[src/rtl/score_display_pkg.sv]
// Shared types and segment encoding for the multiplexed score display.
// Segment codes are active-low {dp,g,f,e,d,c,b,a}.
package score_display_pkg;

    localparam logic [7:0] SEG_0     = 8'hC0;
    localparam logic [7:0] SEG_1     = 8'hF9;
    localparam logic [7:0] SEG_2     = 8'hA4;
    localparam logic [7:0] SEG_3     = 8'hB0;
    localparam logic [7:0] SEG_4     = 8'h99;
    localparam logic [7:0] SEG_5     = 8'h92;
    localparam logic [7:0] SEG_6     = 8'h82;
    localparam logic [7:0] SEG_7     = 8'hF8;
    localparam logic [7:0] SEG_8     = 8'h80;
    localparam logic [7:0] SEG_9     = 8'h90;
    localparam logic [7:0] SEG_BLANK = 8'hFF;

    typedef enum logic [1:0] {
        IDLE,
        SHIFT,
        DONE
    } conv_state_e;

    function automatic logic [7:0] seg_decode(input logic [3:0] nibble);
        logic [7:0] code;
        case (nibble)
            4'd0:    code = SEG_0;
            4'd1:    code = SEG_1;
            4'd2:    code = SEG_2;
            4'd3:    code = SEG_3;
            4'd4:    code = SEG_4;
            4'd5:    code = SEG_5;
            4'd6:    code = SEG_6;
            4'd7:    code = SEG_7;
            4'd8:    code = SEG_8;
            4'd9:    code = SEG_9;
            default: code = SEG_BLANK;
        endcase
        return code;
    endfunction

endpackage

[src/rtl/bin2bcd_seq.sv]
// Sequential double-dabble converter: one bit per cycle, result held valid
// while done_o is high, saturated to all nines when it does not fit DIGITS.
module bin2bcd_seq
    import score_display_pkg::*;
#(
    parameter int SCORE_W = 10,
    parameter int DIGITS  = 4
) (
    input  logic                  clk,
    input  logic                  rst,
    input  logic                  start_i,
    input  logic [SCORE_W-1:0]    bin_i,
    output logic                  busy_o,
    output logic                  done_o,
    output logic [4*DIGITS-1:0]   bcd_o
);

    localparam int ACC_W = 4 * DIGITS + 4;
    localparam int CNT_W = $clog2(SCORE_W + 1);

    conv_state_e        state_q;
    logic [SCORE_W-1:0] shift_q;
    logic [ACC_W-1:0]   acc_q;
    logic [ACC_W-1:0]   acc_adj;
    logic               ovf_q;
    logic [CNT_W-1:0]   cnt_q;

    for (genvar gi = 0; gi < DIGITS + 1; gi++) begin : g_adj
        assign acc_adj[4*gi +: 4] = (acc_q[4*gi +: 4] >= 4'd5) ? (acc_q[4*gi +: 4] + 4'd3)
                                                             : acc_q[4*gi +: 4];
    end

    always_ff @(posedge clk) begin
        if (rst) begin
            state_q <= IDLE;
            shift_q <= '0;
            acc_q   <= '0;
            ovf_q   <= 1'b0;
            cnt_q   <= '0;
        end else begin
            case (state_q)
                IDLE: begin
                    if (start_i) begin
                        shift_q <= bin_i;
                        acc_q   <= '0;
                        ovf_q   <= 1'b0;
                        cnt_q   <= '0;
                        state_q <= SHIFT;
                    end
                end
                SHIFT: begin
                    acc_q   <= {acc_adj[ACC_W-2:0], shift_q[SCORE_W-1]};
                    // A bit falling off the guard nibble means the score is far too large.
                    ovf_q   <= ovf_q | acc_adj[ACC_W-1];
                    shift_q <= shift_q << 1;
                    cnt_q   <= cnt_q + 1'b1;
                    if (cnt_q == CNT_W'(SCORE_W - 1)) begin
                        state_q <= DONE;
                    end
                end
                DONE: begin
                    state_q <= IDLE;
                end
                default: begin
                    state_q <= IDLE;
                end
            endcase
        end
    end

    assign busy_o = (state_q == SHIFT);
    assign done_o = (state_q == DONE);
    assign bcd_o  = (ovf_q || (acc_q[ACC_W-1 -: 4] != 4'd0)) ? {DIGITS{4'h9}}
                                                             : acc_q[4*DIGITS-1:0];

endmodule

[src/rtl/score_display_mux.sv]
// Multi-digit 7-segment score driver: continuous BCD conversion plus digit scan.
// Optional macro LEADING_ZERO_BLANK_EN blanks digits above the top nonzero digit.
module score_display_mux
    import score_display_pkg::*;
#(
    parameter int SCORE_W  = 10,
    parameter int DIGITS   = 4,
    parameter int SCAN_DIV = 100000
) (
    input  logic                clk,
    input  logic                rst,
    input  logic [SCORE_W-1:0]  i_score,
    output logic                o_busy,
    output logic [7:0]          o_segment,
    output logic [DIGITS-1:0]   o_segment_an
);

    localparam int CNT_W = $clog2(SCAN_DIV);
    localparam int IDX_W = (DIGITS > 1) ? $clog2(DIGITS) : 1;

    logic                conv_done;
    logic [4*DIGITS-1:0] conv_bcd;

    bin2bcd_seq #(
        .SCORE_W (SCORE_W),
        .DIGITS  (DIGITS)
    ) u_conv (
        .clk     (clk),
        .rst     (rst),
        .start_i (1'b1),
        .bin_i   (i_score),
        .busy_o  (o_busy),
        .done_o  (conv_done),
        .bcd_o   (conv_bcd)
    );

    logic [4*DIGITS-1:0] disp_q;
    logic [CNT_W-1:0]    cnt_q;
    logic [CNT_W-1:0]    cnt_d;
    logic [IDX_W-1:0]    idx_q;
    logic [IDX_W-1:0]    idx_d;
    logic [7:0]          seg_q;
    logic [7:0]          seg_d;
    logic [DIGITS-1:0]   an_q;
    logic [DIGITS-1:0]   an_d;
    logic [3:0]          nib [DIGITS];
    logic [DIGITS-1:0]   blank_vec;

    for (genvar gi = 0; gi < DIGITS; gi++) begin : g_nib
        assign nib[gi] = disp_q[4*gi +: 4];
    end

`ifdef LEADING_ZERO_BLANK_EN
    // Digit 0 always shows, so a zero score still displays a single "0".
    for (genvar gi = 0; gi < DIGITS; gi++) begin : g_blank
        if (gi == 0) begin : g_lsd
            assign blank_vec[gi] = 1'b0;
        end else begin : g_upper
            assign blank_vec[gi] = (disp_q[4*DIGITS-1:4*gi] == '0);
        end
    end
`else
    assign blank_vec = '0;
`endif

    always_comb begin
        cnt_d = cnt_q + 1'b1;
        idx_d = idx_q;
        if (cnt_q == CNT_W'(SCAN_DIV - 1)) begin
            cnt_d = '0;
            idx_d = (idx_q == IDX_W'(DIGITS - 1)) ? '0 : idx_q + 1'b1;
        end
        an_d  = ~(DIGITS'(1) << idx_q);
        seg_d = blank_vec[idx_q] ? SEG_BLANK : seg_decode(nib[idx_q]);
    end

    always_ff @(posedge clk) begin
        if (rst) begin
            disp_q <= '0;
            cnt_q  <= '0;
            idx_q  <= '0;
            seg_q  <= SEG_BLANK;
            an_q   <= '1;
        end else begin
            if (conv_done) begin
                disp_q <= conv_bcd;
            end
            cnt_q  <= cnt_d;
            idx_q  <= idx_d;
            seg_q  <= seg_d;
            an_q   <= an_d;
        end
    end

    assign o_segment    = seg_q;
    assign o_segment_an = an_q;

endmodule

[config.mk]
export PLATFORM = sky130hd
export DESIGN_NAME = score_display_mux
export DESIGN_NICKNAME = d
export VERILOG_FILES = /design/src/rtl/score_display_pkg.sv /design/src/rtl/bin2bcd_seq.sv /design/src/rtl/score_display_mux.sv
export SDC_FILE = /design/constraint.sdc
export NUM_CORES = 1
export LEC_CHECK = 0
export BUFFER_PORTS_ARGS = -buffer_cell sky130_fd_sc_hd__buf_2
export CORE_ASPECT_RATIO = 1.25
export CORE_UTILIZATION = 33
export DETAILED_ROUTE_END_ITERATION = 6
export SYNTH_ARGS = -nofsm -noshare
export SYNTH_HDL_FRONTEND = slang
export SYNTH_SLANG_ARGS = --single-unit
[constraint.sdc]
create_clock -name clk -period 2 [get_ports clk]
set_input_delay 0.3 -clock clk [delete_from_list [all_inputs] [get_ports clk]]
set_output_delay 0.3 -clock clk [all_outputs]
set_load 0.005 [all_outputs]
==> out/metrics.yaml, run 1 <==
outcome: "finished, final reports clean"
power.leakage_uw: 0.001721
yosysUniqueCellTypes: 43
holdWs_ns: 0.2052
cp.required_ns: 2.27
cp-start-kind: "flop"
worstSetupPathType: "reg2reg"
crit_top_cell: "inv_1"
hpwlAfterDp_um: 5072
gr-total-overflow: 0
design.die.area_mm2: 0.01213
syn_area_mm2: 0.003859
maxSlewViolCount: 0
skew_ns: 0.003523
clock-sinks: 83
cts.clk_slew.worst_paths_ns: 0.05
peakVddDrop_uv: 339.5
multi_input_area_mm2: 0.001998
cts-root-buf: "clkbuf_16"
gp_congestion: 0.7163
ant_nets: 0
yosys_warnings: 0
diodes: 0
coreArea_mm2: 0.01124
layout-drive-gt1-share: 0.1135
yosys_register_bits: 83
drv_cap: 0
clockBufferDepth: 2
numCtsBuffers: 9
synth-edff-count: 0
yosysSeqAreaShare: 0.4306
power.total_uw: 3376
ys_top_cells_by_area: "dfxtp_1 (43%), nor2_1 (8.2%), ha_1 (7.5%)"
ios: 25
synth_top_area_frac: 0.4306
setup_violations: 0
drt-total-wl_um: 7167
fin_setup_tns_ns: 0
wire_per_inst_um: 12.09
drc: 0
syn_inst: 435
cts_tree: "done"
ctsResizeCount: 0
worstPathMaxFanout: 4
synth-async-reset-ratio: 0
synth.largest_area_cell: "dfxtp_1"
rsz0062_at_grt: "no"
arrival_ns: 2.05
synth.most_common_cell: "nor2_1"
postCtsSetupBuffers: 0
syn_avg_cell_area_um2: 8.871
ys_top_cells_by_count: "nor2_1 (84), dfxtp_1 (83), a21oi_1 (29)"
finish.utilization: 0.3898
grt_usage: 0.1310
row_count: 43
hp-class: "in2reg"
postSynthNetCount: 470
finalCriticalPeriod_ns: 1.779
seqCellArea_mm2: 0.001662
slowest_delay_ns: 0.65
hold_buffers: 0
powerDensity_mw_per_mm2: 770.3
viasPerCell: 4.921
die_y_um: 122.9
clock_latency_ns: 0.33
area_growth_pct: 13.59
first_global_vias: 2798
htree_levels: 3
hold_viol: 0
slowest_stage: "mux4_1"
post-route-period-util: 0.8893
grt_max_degree: 47
start_util: 0.3432
synth_flop_cell: "dfxtp_1"
fmax_ghz: 0.5623
n_fill_cell: 1133
antenna_found_initial: 0
drt_iter0_drc: 118
vias: 2918
setup.worst_path.end_class: "flop"
first_pass_iters: 4
crit_path_cell_trace: "mux4_1, inv_1, ha_1, inv_1, a21oi_1, o21ai_1"
grt_pass1_wl_um: 12690
finalNetCount: 489
die_w_um: 98.72
port_buffers: 23
-- report_power, final --
| part | switching, uW | leakage, uW | internal [uW] | total (uW) |
|---|---|---|---|---|
| logic | 74.9 | 0.000905 | 58.5 | 133 |
| clock network | 612 | 0.000141 | 931 | 1540 |
| registers | 18.3 | 0.000675 | 1680 | 1700 |
-- path summary, 6_finish.rpt --
kind	endpoint	slack, ns	cells after the start	from
hold reg to reg	cnt_q[0]$_SDFF_PP0_	0.48	1	cnt_q[0]$_SDFF_PP0_
setup / recovery	o_segment[3]$_SDFF_PP1_	0.22	6	idx_q[1]$_SDFFE_PP0N_
setup reg to reg	o_segment[3]$_SDFF_PP1_	0.22	6	idx_q[1]$_SDFFE_PP0N_
hold / removal	u_conv.shift_q[0]$_SDFFE_PP0P_	0.21	3	i_score[0]
-- cell families (layout without fill, tap and decap cells) --
kind of cell | count (synthesis) | after routing | synth area share
compound gates | 80 | 80 | 0.1278
xor+xnor | 25 | 25 | 0.05674
fa+ha+maj | 23 | 23 | 0.07458
buf+inv | 44 | 67 | 0.05156
flops | 83 | 83 | 0.4306
mux | 16 | 16 | 0.05642
other cells | 1 | 1 | 0.0009718
simple gates | 163 | 163 | 0.2014
-- worst max-delay path: cells and delay by family (launching register included) --
kind,cells,cell delay [ns]
compound gates,2,0.16
fa+ha+maj,1,0.26
mux,1,0.65
flops,1,0.41
buf+inv,2,0.22
-- cells in the final DEF, fill, tap and decap left out, drive strengths merged, types with 2 or more instances in the layout --
cell type  instances
nor2              85
dfxtp             83
buf               33
a21oi             29
ha                23
nand2             21
inv               19
o21ai             16
a22oi             15
xnor2             15
clkbuf            13
nand2b            12
mux2i             12
xor2              10
nand3              9
nor3               7
nor3b              6
a211oi             5
a21o               5
nand4              4
a32oi              4
o211ai             4
mux4               4
and4               3
and3               3
nor2b              2
nor4               2
and2               2
clkinv             2
-- registers in the layout (all words and copies together), names as in the netlist, 2 cells and up --
name	count
idx_q	2
u_conv.state_q	2
o_segment_an	4
u_conv.cnt_q	4
disp_q	16
u_conv.acc_q	20
u_conv.shift_q	10
o_segment	7
cnt_q	17
-- through the flow --
stage / cells / setup WS, ns / instance area (um2)
2_1_floorplan: 435 / 0.2629 / 3859
3_3_place_gp: 578 / 0.2789 / 4103
3_5_place_dp: 578 / 0.2158 / 4103
4_1_cts: 593 / 0.2035 / 4383
5_1_grt: 593 / 0.1128 / 4383
6_report: 593 / 0.2215 / 4383
-- metal layers --
metal | GRT usage | wire length [um] | vias up
met5 | 0 | 0 | -
met2 | 0.2355 | 3565 | 31
met3 | 0.02883 | 175 | 12
met4 | 0.06716 | 166 | 0
li1 | - | - | 1520
met1 | 0.1460 | 3260 | 1355
-- area by class of cell --
cell class / count / share of cell area
tap: 135 / 0.03854
clock inverter: 2 / 0.002284
inverter: 19 / 0.01627
sequential: 83 / 0.3791
multi-input combinational: 308 / 0.4559
timing repair buffer: 33 / 0.04625
clock buffer: 13 / 0.06166
Note: power is estimated with default switching activity, not from simulation.
==> run 2, diff against run 1 <==
Settings changed: CORE_UTILIZATION 33 to 60, PLACE_DENSITY set to 0.79.
==> out/metrics.yaml, run 2 (synthesis results as in run 1) <==
outcome: "finished, final reports clean"
cp-start-kind: "flop"
cts.clk_slew.worst_paths_ns: 0.08
viasPerCell: 5.389
fin_setup_tns_ns: 0
drt_iter0_drc: 137
place_area_mm2: 0.004028
grt_pass1_wl_um: 12290
power.leakage_uw: 0.001682
cts-root-buf: "clkbuf_8"
crit_start: "idx_q[1]$_SDFFE_PP0N_"
maxSlewViolCount: 0
hpwlAfterDp_um: 4765
setup.worst_path.end_class: "flop"
row_count: 32
peakVddDrop_uv: 582.8
largest_registers: "u_conv.acc_q (20), cnt_q (17), disp_q (16)"
powerDensity_mw_per_mm2: 731.6
drc: 0
ant_nets: 0
drv_cap: 0
area_growth_pct: 9.760
coreArea_mm2: 0.006206
slowest_stage: "mux4_1"
crit_path_cell_trace: "mux4_1, inv_1, ha_1, and4bb_2, a21oi_1"
fmax_ghz: 0.5501
die_y_um: 91.66
gr-total-overflow: 0
worstPathMaxFanout: 8
hold_viol: 0
holdWs_ns: 0.1901
diodes: 0
htree_levels: 3
antenna_found_initial: 0
post-place-ws_ns: 0.05641
rsz0062_at_grt: "no"
r2r_setup_slack_ns: 0.18
final_cell_mix: "nor2_1 (84), dfxtp_1 (82), a21oi_1 (29)"
hp-class: "in2reg"
design.die.area_mm2: 0.006758
grt_usage: 0.2332
first_global_vias: 2853
finalNetCount: 489
worst_hold_startpoint: "i_score[0]"
port_buffers: 23
start_util: 0.6218
grt_max_degree: 36
layout-drive-gt1-share: 0.1157
clock_latency_ns: 0.35
die_w_um: 73.73
cts_tree: "done"
worstSetupPathType: "reg2reg"
r2r_start: "idx_q[1]$_SDFFE_PP0N_"
drt-total-wl_um: 6812
regMostFlops: "u_conv.acc_q"
skew_ns: 0.006038
post-route-period-util: 0.9089
clock-sinks: 83
first_pass_iters: 4
finalCriticalPeriod_ns: 1.818
numCtsBuffers: 9
gp_congestion: 0.8116
slowest_delay_ns: 0.66
largest_reg_flops: 20
fin_ws_ns: 0.1822
ios: 25
design_area_mm2: 0.004235
arrival_ns: 2.06
setup_violations: 0
vias: 2926
final_common_cell: "nor2_1"
cp.required_ns: 2.24
wire_per_inst_um: 12.55
clockBufferDepth: 2
[run 2: cell count changes in the layout (fill, tap and decap cells not counted), sizes merged]
cell    change
clkbuf      -3
bufinv      +2
clkinv      +1
[run 2: critical path: cells and delay by family (launching register included)]
kind	cells	cell delay, ns
buffers and inverters	1	0.16
AND/OR/NAND/NOR	1	0.22
flip-flops	1	0.43
multiplexers	1	0.66
adder cells (fa/ha/maj)	1	0.20
AO/OA/AOI/OAI	1	0.04
[run 2: where the power goes]
| part | internal, uW | total [uW] | switching, uW |
|---|---|---|---|
| Sequential | 1680 | 1700 | 18.7 |
| Clock | 695 | 1270 | 579 |
| Combinational | 55.8 | 127 | 71.4 |
[run 2: metrics by stage]
stage,util,total power (uW),std cells
global placement,0.6490,1860,528
CTS,0.6823,3125,543
global route,0.6825,3217,543
finish,0.6825,3099,543
detailed placement,0.6490,1865,528
floorplan,-,1826,435
[run 2: path summary, 6_finish.rpt]
check / end / depth (start not counted)
min: u_conv.shift_q[0]$_SDFFE_PP0P_ / 3
max: o_segment[4]$_SDFF_PP1_ / 5
min reg2reg: u_conv.shift_q[9]$_SDFFE_PP0P_ / 2
max reg2reg: o_segment[4]$_SDFF_PP1_ / 5
[run 2: final cells by class]
cell class / instances / area (um2)
multi-input combinational: 308 / 1998
fill: 522 / 1971
sequential: 83 / 1663
timing repair buffer: 33 / 190.2
clock buffer: 10 / 127.6
tap: 85 / 106.4
clock inverter: 5 / 78.83
inverter: 19 / 71.32
[run 2: repair_timing]
| item | CTS | global route |
|---|---|---|
| hold buffers | 0 | 0 |
| endpoints found under the setup margin | 0 | 4 |
| setup buffers | 0 | 0 |
| gates resized for setup | 0 | 1 |
[run 2: layer usage]
layer | GRT usage | wire length, um | vias up | part of all wire
met5 | 0 | 0 | - | 0
met4 | 0.1170 | 159 | 0 | 0.023
met3 | 0.04396 | 181 | 12 | 0.027
met2 | 0.4029 | 3425 | 43 | 0.50
met1 | 0.2683 | 3045 | 1351 | 0.45
li1 | - | - | 1520 | -
